[config.mk]
export PLATFORM = sky130hd
export DESIGN_NAME = lockin_polar_converter
export DESIGN_NICKNAME = d
export VERILOG_FILES = /design/src/rtl/lockin_polar_converter.sv
export SDC_FILE = /design/constraint.sdc
export NUM_CORES = 2
export LEC_CHECK = 0
export BUFFER_PORTS_ARGS = -buffer_cell sky130_fd_sc_hd__buf_4
export CAP_MARGIN = 20
export CORE_AREA = 2 2 231 233
export DETAILED_ROUTE_END_ITERATION = 10
export DIE_AREA = 0 0 233 235
export GPL_ROUTABILITY_DRIVEN = 0
export GPL_TIMING_DRIVEN = 0
export PLACE_DENSITY = 0.73
export SKIP_LAST_GASP = 1
export SYNTH_ARGS = -nofsm -noshare
export SYNTH_HDL_FRONTEND = slang
export SYNTH_SLANG_ARGS = --single-unit
[constraint.sdc]
create_clock -name clk_i -period 8.1 [get_ports clk_i]
set_input_delay 1.62 -clock clk_i [delete_from_list [all_inputs] [get_ports clk_i]]
set_output_delay 1.62 -clock clk_i [all_outputs]
set_load 0.03 [all_outputs]
[src/rtl/lockin_polar_converter.sv]
// ---------------------------------------------------------------------------
// lockin_polar_converter
// Converts each filtered lock-in (x, y) pair into magnitude and phase using an
// iterative vectoring CORDIC, one micro-rotation per clock.
//   IDLE -> PRE (quadrant fold) -> ITER (NUM_ITER steps) -> SCALE -> IDLE
// SCALE takes two cycles: the first registers the gain-compensation product,
// the second saturates it and publishes mag/phase with a one-cycle done pulse.
// Latency from the accepting clock edge k to done is k + NUM_ITER + 3.
// The arctangent table holds 2^23-per-pi values and is rounded to PHASE_BITS;
// it covers indices 0..22, so NUM_ITER must stay at or below 23.
// ---------------------------------------------------------------------------
module lockin_polar_converter #(
    parameter int NUM_BITS   = 24,
    parameter int PHASE_BITS = 24,
    parameter int NUM_ITER   = 16
) (
    input  logic                  clk_i,
    input  logic                  reset_i,
    input  logic                  valid_i,
    input  logic [NUM_BITS-1:0]   x_i,
    input  logic [NUM_BITS-1:0]   y_i,
    output logic [NUM_BITS-1:0]   mag_o,
    output logic [PHASE_BITS-1:0] phase_o,
    output logic                  done_o,
    output logic                  busy_o,
    output logic                  overrun_o
);

    // Internal x/y carry two guard bits: fold plus CORDIC gain stays below 4x.
    localparam int W  = NUM_BITS + 2;
    // Product of W-bit x and the 17-bit signed gain constant.
    localparam int PW = W + 17;
    localparam int CW = $clog2(NUM_ITER + 1);

    localparam logic [CW-1:0] ITER_LAST = CW'(NUM_ITER - 1);
    // 1/K for the CORDIC gain K = 1.64676, in Q0.16.
    localparam logic signed [17:0] KINV = 18'sd39797;

    // +90 and -90 degrees as binary angles.
    localparam logic [PHASE_BITS-1:0] QUARTER_POS = {2'b01, {(PHASE_BITS-2){1'b0}}};
    localparam logic [PHASE_BITS-1:0] QUARTER_NEG = {2'b11, {(PHASE_BITS-2){1'b0}}};

    // Scaling of the 2^23-per-pi table to the configured phase width.
    localparam int          ASH    = (PHASE_BITS < 24) ? (24 - PHASE_BITS) : 0;
    localparam int          ALS    = (PHASE_BITS > 24) ? (PHASE_BITS - 24) : 0;
    localparam logic [63:0] AROUND = (64'd1 << ASH) >> 1;

    typedef enum logic [1:0] {
        ST_IDLE  = 2'd0,
        ST_PRE   = 2'd1,
        ST_ITER  = 2'd2,
        ST_SCALE = 2'd3
    } state_t;

    // round(atan(2^-i) / pi * 2^(PHASE_BITS-1)) for micro-rotation i.
    function automatic logic [PHASE_BITS-1:0] atan_lut(input logic [CW-1:0] idx);
        logic [4:0]  sel;
        logic [31:0] v;
        logic [63:0] wide;
        sel = 5'(idx);
        case (sel)
            5'd0:    v = 32'd2097152;
            5'd1:    v = 32'd1238021;
            5'd2:    v = 32'd654136;
            5'd3:    v = 32'd332050;
            5'd4:    v = 32'd166669;
            5'd5:    v = 32'd83416;
            5'd6:    v = 32'd41718;
            5'd7:    v = 32'd20860;
            5'd8:    v = 32'd10430;
            5'd9:    v = 32'd5215;
            5'd10:   v = 32'd2608;
            5'd11:   v = 32'd1304;
            5'd12:   v = 32'd652;
            5'd13:   v = 32'd326;
            5'd14:   v = 32'd163;
            5'd15:   v = 32'd81;
            5'd16:   v = 32'd41;
            5'd17:   v = 32'd20;
            5'd18:   v = 32'd10;
            5'd19:   v = 32'd5;
            5'd20:   v = 32'd3;
            5'd21:   v = 32'd1;
            5'd22:   v = 32'd1;
            default: v = 32'd0;
        endcase
        wide = {32'd0, v} << ALS;
        if (ASH > 0) begin
            wide = (wide + AROUND) >> ASH;
        end else begin
            wide = wide;
        end
        return wide[PHASE_BITS-1:0];
    endfunction

    state_t                  state_r;
    logic [CW-1:0]           iter_r;
    logic signed [W-1:0]     x_r;
    logic signed [W-1:0]     y_r;
    logic [PHASE_BITS-1:0]   z_r;
    logic                    zero_r;
    logic                    scale_step_r;
    logic signed [PW-1:0]    prod_r;

    logic signed [W-1:0]     x_shift_s;
    logic signed [W-1:0]     y_shift_s;
    logic [PHASE_BITS-1:0]   atan_s;
    logic signed [PW-1:0]    prod_shift_s;
    logic [NUM_BITS-1:0]     mag_sat_s;

    // Micro-rotation operands and saturated, gain-compensated magnitude.
    always_comb begin
        x_shift_s    = x_r >>> iter_r;
        y_shift_s    = y_r >>> iter_r;
        atan_s       = atan_lut(iter_r);
        prod_shift_s = prod_r >>> 16;
        if (prod_shift_s[PW-1]) begin
            mag_sat_s = '0;
        end else if (|prod_shift_s[PW-2:NUM_BITS]) begin
            mag_sat_s = '1;
        end else begin
            mag_sat_s = prod_shift_s[NUM_BITS-1:0];
        end
    end

    // Conversion FSM with all outputs registered.
    always_ff @(posedge clk_i or posedge reset_i) begin
        if (reset_i) begin
            state_r      <= ST_IDLE;
            iter_r       <= '0;
            x_r          <= '0;
            y_r          <= '0;
            z_r          <= '0;
            zero_r       <= 1'b0;
            scale_step_r <= 1'b0;
            prod_r       <= '0;
            mag_o        <= '0;
            phase_o      <= '0;
            done_o       <= 1'b0;
            busy_o       <= 1'b0;
            overrun_o    <= 1'b0;
        end else begin
            done_o <= 1'b0;
            if (valid_i && (state_r != ST_IDLE)) begin
                overrun_o <= 1'b1;
            end
            case (state_r)
                ST_IDLE: begin
                    if (valid_i) begin
                        x_r     <= W'($signed(x_i));
                        y_r     <= W'($signed(y_i));
                        z_r     <= '0;
                        zero_r  <= (x_i == '0) && (y_i == '0);
                        busy_o  <= 1'b1;
                        state_r <= ST_PRE;
                    end
                end
                ST_PRE: begin
                    // Fold the left half-plane onto the right so CORDIC converges.
                    if (x_r[W-1] && !y_r[W-1]) begin
                        x_r <= y_r;
                        y_r <= -x_r;
                        z_r <= QUARTER_POS;
                    end else if (x_r[W-1] && y_r[W-1]) begin
                        x_r <= -y_r;
                        y_r <= x_r;
                        z_r <= QUARTER_NEG;
                    end
                    iter_r  <= '0;
                    state_r <= ST_ITER;
                end
                ST_ITER: begin
                    if (!y_r[W-1]) begin
                        x_r <= x_r + y_shift_s;
                        y_r <= y_r - x_shift_s;
                        z_r <= z_r + atan_s;
                    end else begin
                        x_r <= x_r - y_shift_s;
                        y_r <= y_r + x_shift_s;
                        z_r <= z_r - atan_s;
                    end
                    if (iter_r == ITER_LAST) begin
                        iter_r       <= '0;
                        scale_step_r <= 1'b0;
                        state_r      <= ST_SCALE;
                    end else begin
                        iter_r <= iter_r + CW'(1);
                    end
                end
                ST_SCALE: begin
                    if (!scale_step_r) begin
                        prod_r       <= PW'(x_r) * PW'(KINV);
                        scale_step_r <= 1'b1;
                    end else begin
                        mag_o        <= mag_sat_s;
                        // atan2(0,0) is reported as 0 rather than the accumulated angle.
                        phase_o      <= zero_r ? '0 : z_r;
                        done_o       <= 1'b1;
                        busy_o       <= 1'b0;
                        scale_step_r <= 1'b0;
                        state_r      <= ST_IDLE;
                    end
                end
                default: begin
                    state_r <= ST_IDLE;
                end
            endcase
        end
    end

endmodule
== Word-level counts from Yosys, hierarchy flattened ==
Memories as Yosys holds them, arrays and structs flattened.
Cells that the tools add are included.

* Bitwise gates (word level): 1
* Add/subtract/negate cells: 9
* Div/mod/pow operators: 0
* Multiplexer cells: 32
* Shifts and indexed selects: 2
* Multiply operators: 1
* Magnitude comparators: 0
* Reduce and logical (&&, ||, !) cells: 21
* Equality and inequality tests: 8

{| class="wikitable"
|+ Operators by type and width
! kind !! number
|-
| 26-bit two-way mux || 8
|-
| 24-bit two-way mux || 7
|-
| 26-bit one-hot mux with 3 select lines || 2
|-
| 24-bit one-hot mux with 3 select lines || 1
|-
| 26-bit adder || 2
|-
| 26-bit negation || 2
|-
| 26-bit by 5-bit >>> shifter with 26-bit output || 2
|-
| 26-bit subtractor || 2
|-
| 24-bit logical NOT || 2
|-
| 26-bit by 17-bit multiplier with 43-bit output (second input constant) || 1
|-
| 24-bit adder || 1
|-
| 24-bit subtractor || 1
|-
| 5-bit one-hot mux with 2 select lines || 1
|-
| 3-bit AND reduction || 3
|-
| 2-bit one-hot mux with 4 select lines || 1
|-
| 2-bit AND reduction || 4
|-
| 2-bit nonzero test || 4
|-
| 1-bit two-way mux || 6
|-
| 2-bit two-way mux || 3
|-
| 2-bit != test (second input constant) || 3
|-
| 5-bit by 1-bit adder with 5-bit output (second input constant) || 1
|-
| 5-bit by 4-bit equality test with 1-bit output (second input constant) || 1
|-
| 5-bit two-way mux || 1
|-
| 2-bit equality test (second input constant) || 2
|-
| other kinds (9) || 13
|}

* Bits in writable memories: 0
* Output and inout port bits: 51
* Memories kept: 1
* Memory bits (read-only): 704
* Bits in latches: 0
* Input port bits: 51
* Flip-flop bits (word level): 179

{| class="wikitable"
|+ Memory list
! name !! words !! width !! rd ports !! clocked after memory_dff !! wr ports !! RTL line !! source
|-
| (name not given) || 32 || 22 || 1 || 0 || 0 || 61 || <nowiki>case (sel)</nowiki>
|}

== Depth between registers and ports, before layout ==
* Word-level depth: 4
* Gate-level depth with buffers: 29
* Depth with buffers taken out: 24

== Least setup slack after synthesis ==
OpenSTA, ideal clock, no wires.

* Path kind: reg2reg
* Start: reg x_r[12]
* End: reg prod_r[35]
* Data arrival time: 5.998 ns
* Cell stages (with the launch flop): 25
* Path buffers: 0
* Required time: 7.966 ns
* Setup time: 0.134 ns
* Path slack: 1.968 ns
* Cells stage by stage: dfrtp_1 inv_1 ha_1 xor2_1 ha_1 inv_1 fa_1 inv_1 fa_1 fa_1 inv_1 fa_1 inv_1 ha_1 a21o_1 a21oi_1 o21bai_1 o31a_1 and3_1 a21boi_0 o21ai_0 a211oi_1 o31ai_1 xnor2_1 o21ai_0

* Cells in the longest elaborated chain, start to end: 1

{| class="wikitable"
|+ RTL lines
! what !! RTL line !! source
|-
| start, declared || 98 || <nowiki>logic signed [W-1:0] x_r;</nowiki>
|-
| start signal, assigned || 150 || <nowiki>x_r <= W'($signed(x_i));</nowiki>
|-
| start signal, assigned || 161 || <nowiki>x_r <= y_r;</nowiki>
|-
| start signal, assigned || 165 || <nowiki>x_r <= -y_r;</nowiki>
|-
| 26-bit by 17-bit multiplier with 43-bit output || 192 || <nowiki>prod_r <= PW'(x_r) * PW'(KINV);</nowiki>
|-
| end signal, assigned || 192 ||
|-
| end, declared || 103 || <nowiki>logic signed [PW-1:0] prod_r;</nowiki>
|}

Every way passes these cells.
A chain may end at the register's enable or synchronous reset.

== Worst setup path after layout ==
* Start: reg x_r[6]
* End: reg prod_r[35]

The elaborated chain is that of the path after synthesis.

==> out/metrics.yaml <==
status:
  status: "finished with violations"
  violations: "design-rule violations"
critical_path:
  reg2reg_depth: 22
  path_buf_inv: 2
  crit_path_end_kind: "flop"
  arrival_ns: 8.05
  crit_start: "x_r[6]"
  worstPathRequired_ns: 8.46
  worstSetupStartpointType: "flop"
  cp_slowest_stage_delay_ns: 1.06
  path_cells: "inv_1, ha_1, xor2_1, ha_1, a21oi_1, fa_1, fa_1, inv_1, fa_1, fa_1, ha_1, a21o_1, a21o_1, a211o_1, o211ai_1, nand3_1, a21boi_0, o21ai_0, a211oi_1, o31ai_1, xnor2_1, o21ai_0"
  cp_slowest_cell: "dfrtp_1"
  r2r_end: "prod_r[35]"
  crit-reg2reg-launch: "x_r[6]"
  cp_common_cell: "fa_1"
  path_depth: 22
  crit_fanout: 17
  critPathTopFamily: "adder cells"
  r2r_slack_ns: 0.41
  timing_worst_setup_path_type: "reg2reg"
routing:
  drt_wl_total_mm: 92.9
  wl_per_cell_um: 23.9
  drtIter0Drc: 3701
  drtPass1Iterations: 11
  vias: 25100
  via_per_inst: 6.47
  drt.antenna.violating_nets: 0
  drc: 7
sta:
  hold_viol: 0
  fmax_ghz: 0.130
  report.final.setup_viol: 0
  final.period_utilization: 0.950
  fin_skew_ns: 0.0182
  worst_slew_pin_slew_ns: 1.32
  grt_setup_unrepaired: "false"
  slew-limit-headroom: 0.122
  drv_slew: 0
  fin_crit_ns: 7.69
worst_hold_path:
  hold_end: "phase_o[12]"
  hp-start: "phase_o[12]"
  holdPathStages: 2
  hold_path.class: "reg2reg"
clocking:
  cts_hold_buf: 0
  clock_latency_ns: 0.51
  post_cts_resized: 0
  cts_tree: "built"
  root_buffer: "clkbuf_16"
  clock-sinks: 163
  postCtsSetupBuffers: 0
  cts_max_level: 4
  clk_pin_slew_worst_paths_ns: 0.07
  cts_buffer_depth: 2
  cts_buffers: 17
synth:
  synth_seq_area_share: 0.157
  synth_edf_count: 0
  avgSynthCellArea_sq_um: 8.49
  yosysWarnings: 0
  ys_ff_latch: 163
  synthCells: 3053
  async_flop_share: 1.00
  synth_flop_cell: "dfrtp_1"
  syn_nets: 3602
  yosys.cell_types.count: 90
  syn_area_sq_um: 25900
place:
  dp_hpwl_mm: 71.5
  dpl_cell_area_sq_um: 27600
  io_buffers: 101
cells_and_area:
  final_common_cell: "inv_1"
  fin_area_sq_um: 28300
  final_nets: 3731
  drive_above_1_share: 0.0858
  areaGrowthSynthToFinish_pct: 9.08
  mostFrequentLayoutCells: "inv_1 (361), ha_1 (321), nand2_1 (291)"
floorplanning:
  dieWidth_um: 233
  die_h_um: 235
  start_util: 0.496
  dieArea_sq_um: 54800
  core-area_sq_um: 52200
  num_rows: 84
  ios: 102
global_routing:
  antenna_found_initial: 4
  grt_max_degree: 109
  grt_remaining_overflow: 0
  grt_pass1_wl_mm: 140
  grt_pass1_vias: 24100
  grt_use_total: 0.340
run:
  drv_cap: 0
-- routing by layer --
layer,GRT usage,up-vias,wire (um)
met5,0,-,136
met4,0.172,6,5990
met3,0.172,520,14200
met2,0.460,1837,36800
met1,0.440,11900,35800
li1,-,10900,-
-- layout make-up --
class | instances | area, sq um
clock buffer | 23 | 468
timing repair buffer | 110 | 883
fill | 4899 | 24000
inverter | 367 | 1390
buffer | 159 | 689
tap | 688 | 861
clock inverter | 9 | 121
antenna | 5 | 12.5
sequential | 163 | 4080
multi-input combinational | 2364 | 19800
-- state kept, by name, indices dropped and copies added, names as in the netlist --
| signal | count |
|---|---|
| done_o | 1 |
| z_r | 24 |
| scale_step_r | 1 |
| prod_r | 27 |
| mag_o | 24 |
| x_r | 26 |
| overrun_o | 1 |
| phase_o | 24 |
| y_r | 26 |
| state_r | 2 |
| iter_r | 5 |
| busy_o | 1 |
| zero_r | 1 |
-- how the worst max path moves through the flow --
stage / to / slack, ns
2_1_floorplan: prod_r[35] / 1.97
3_3_place_gp: x_r[20] / -0.31
3_5_place_dp: prod_r[35] / 0.59
4_1_cts: prod_r[35] / 0.56
5_1_grt: prod_r[35] / 0.02
6_report: prod_r[35] / 0.41
-- cells in the mapped netlist, types with 74 or more instances --
| cell | instances | area share |
|---|---|---|
| inv_1 | 362 | 0.052 |
| nor2_1 | 212 | 0.031 |
| xnor2_1 | 135 | 0.046 |
| a21oi_1 | 174 | 0.034 |
| ha_1 | 321 | 0.15 |
| nand2_1 | 291 | 0.042 |
| fa_1 | 177 | 0.14 |
| o21ai_0 | 181 | 0.035 |
| xor2_1 | 75 | 0.025 |
| dfrtp_1 | 163 | 0.16 |
| clkbuf_1 | 116 | 0.017 |
| o31ai_1 | 74 | 0.021 |
-- logic make-up after synthesis --
logic type                 after synthesis  share of synthesized area
and+or+nand+nor                        787                      0.143
xor gates and xnor gates               211                     0.0716
AOI/OAI and AO/OA                      758                      0.191
muxes                                  110                     0.0661
DFF                                    163                      0.157
adders and majority gates              498                      0.292
buffers and inverters                  526                     0.0797
-- through the flow --
stage	TNS [ns]	worst slack, ns	hold WS [ns]	util	std cells
final	0	0.408	0.477	0.541	3888
after global routing	0	0.0180	0.485	0.541	3883
after CTS	0	0.562	0.477	0.540	3878
after detailed placement	0	0.587	0.462	0.529	3846
after global placement	-44.27	-0.314	0.454	0.527	3842
after floorplan	0	1.97	0.439	-	3053
-- worst reg2reg max path, cell delays in order (launching register included) --
cell and delay, ns:
dfrtp_1 1.06, inv_1 0.45, ha_1 0.50, xor2_1 0.18
ha_1 0.20, a21oi_1 0.20, fa_1 0.46, fa_1 0.54
inv_1 0.05, fa_1 0.49, fa_1 0.42, ha_1 0.32
a21o_1 0.18, a21o_1 0.18, a211o_1 0.29, o211ai_1 0.16
nand3_1 0.30, a21boi_0 0.49, o21ai_0 0.30, a211oi_1 0.41
o31ai_1 0.14, xnor2_1 0.15, o21ai_0 0.09
Power is not shown: default switching activity piles up to over one toggle a cycle in this logic, so the estimate is an artifact.
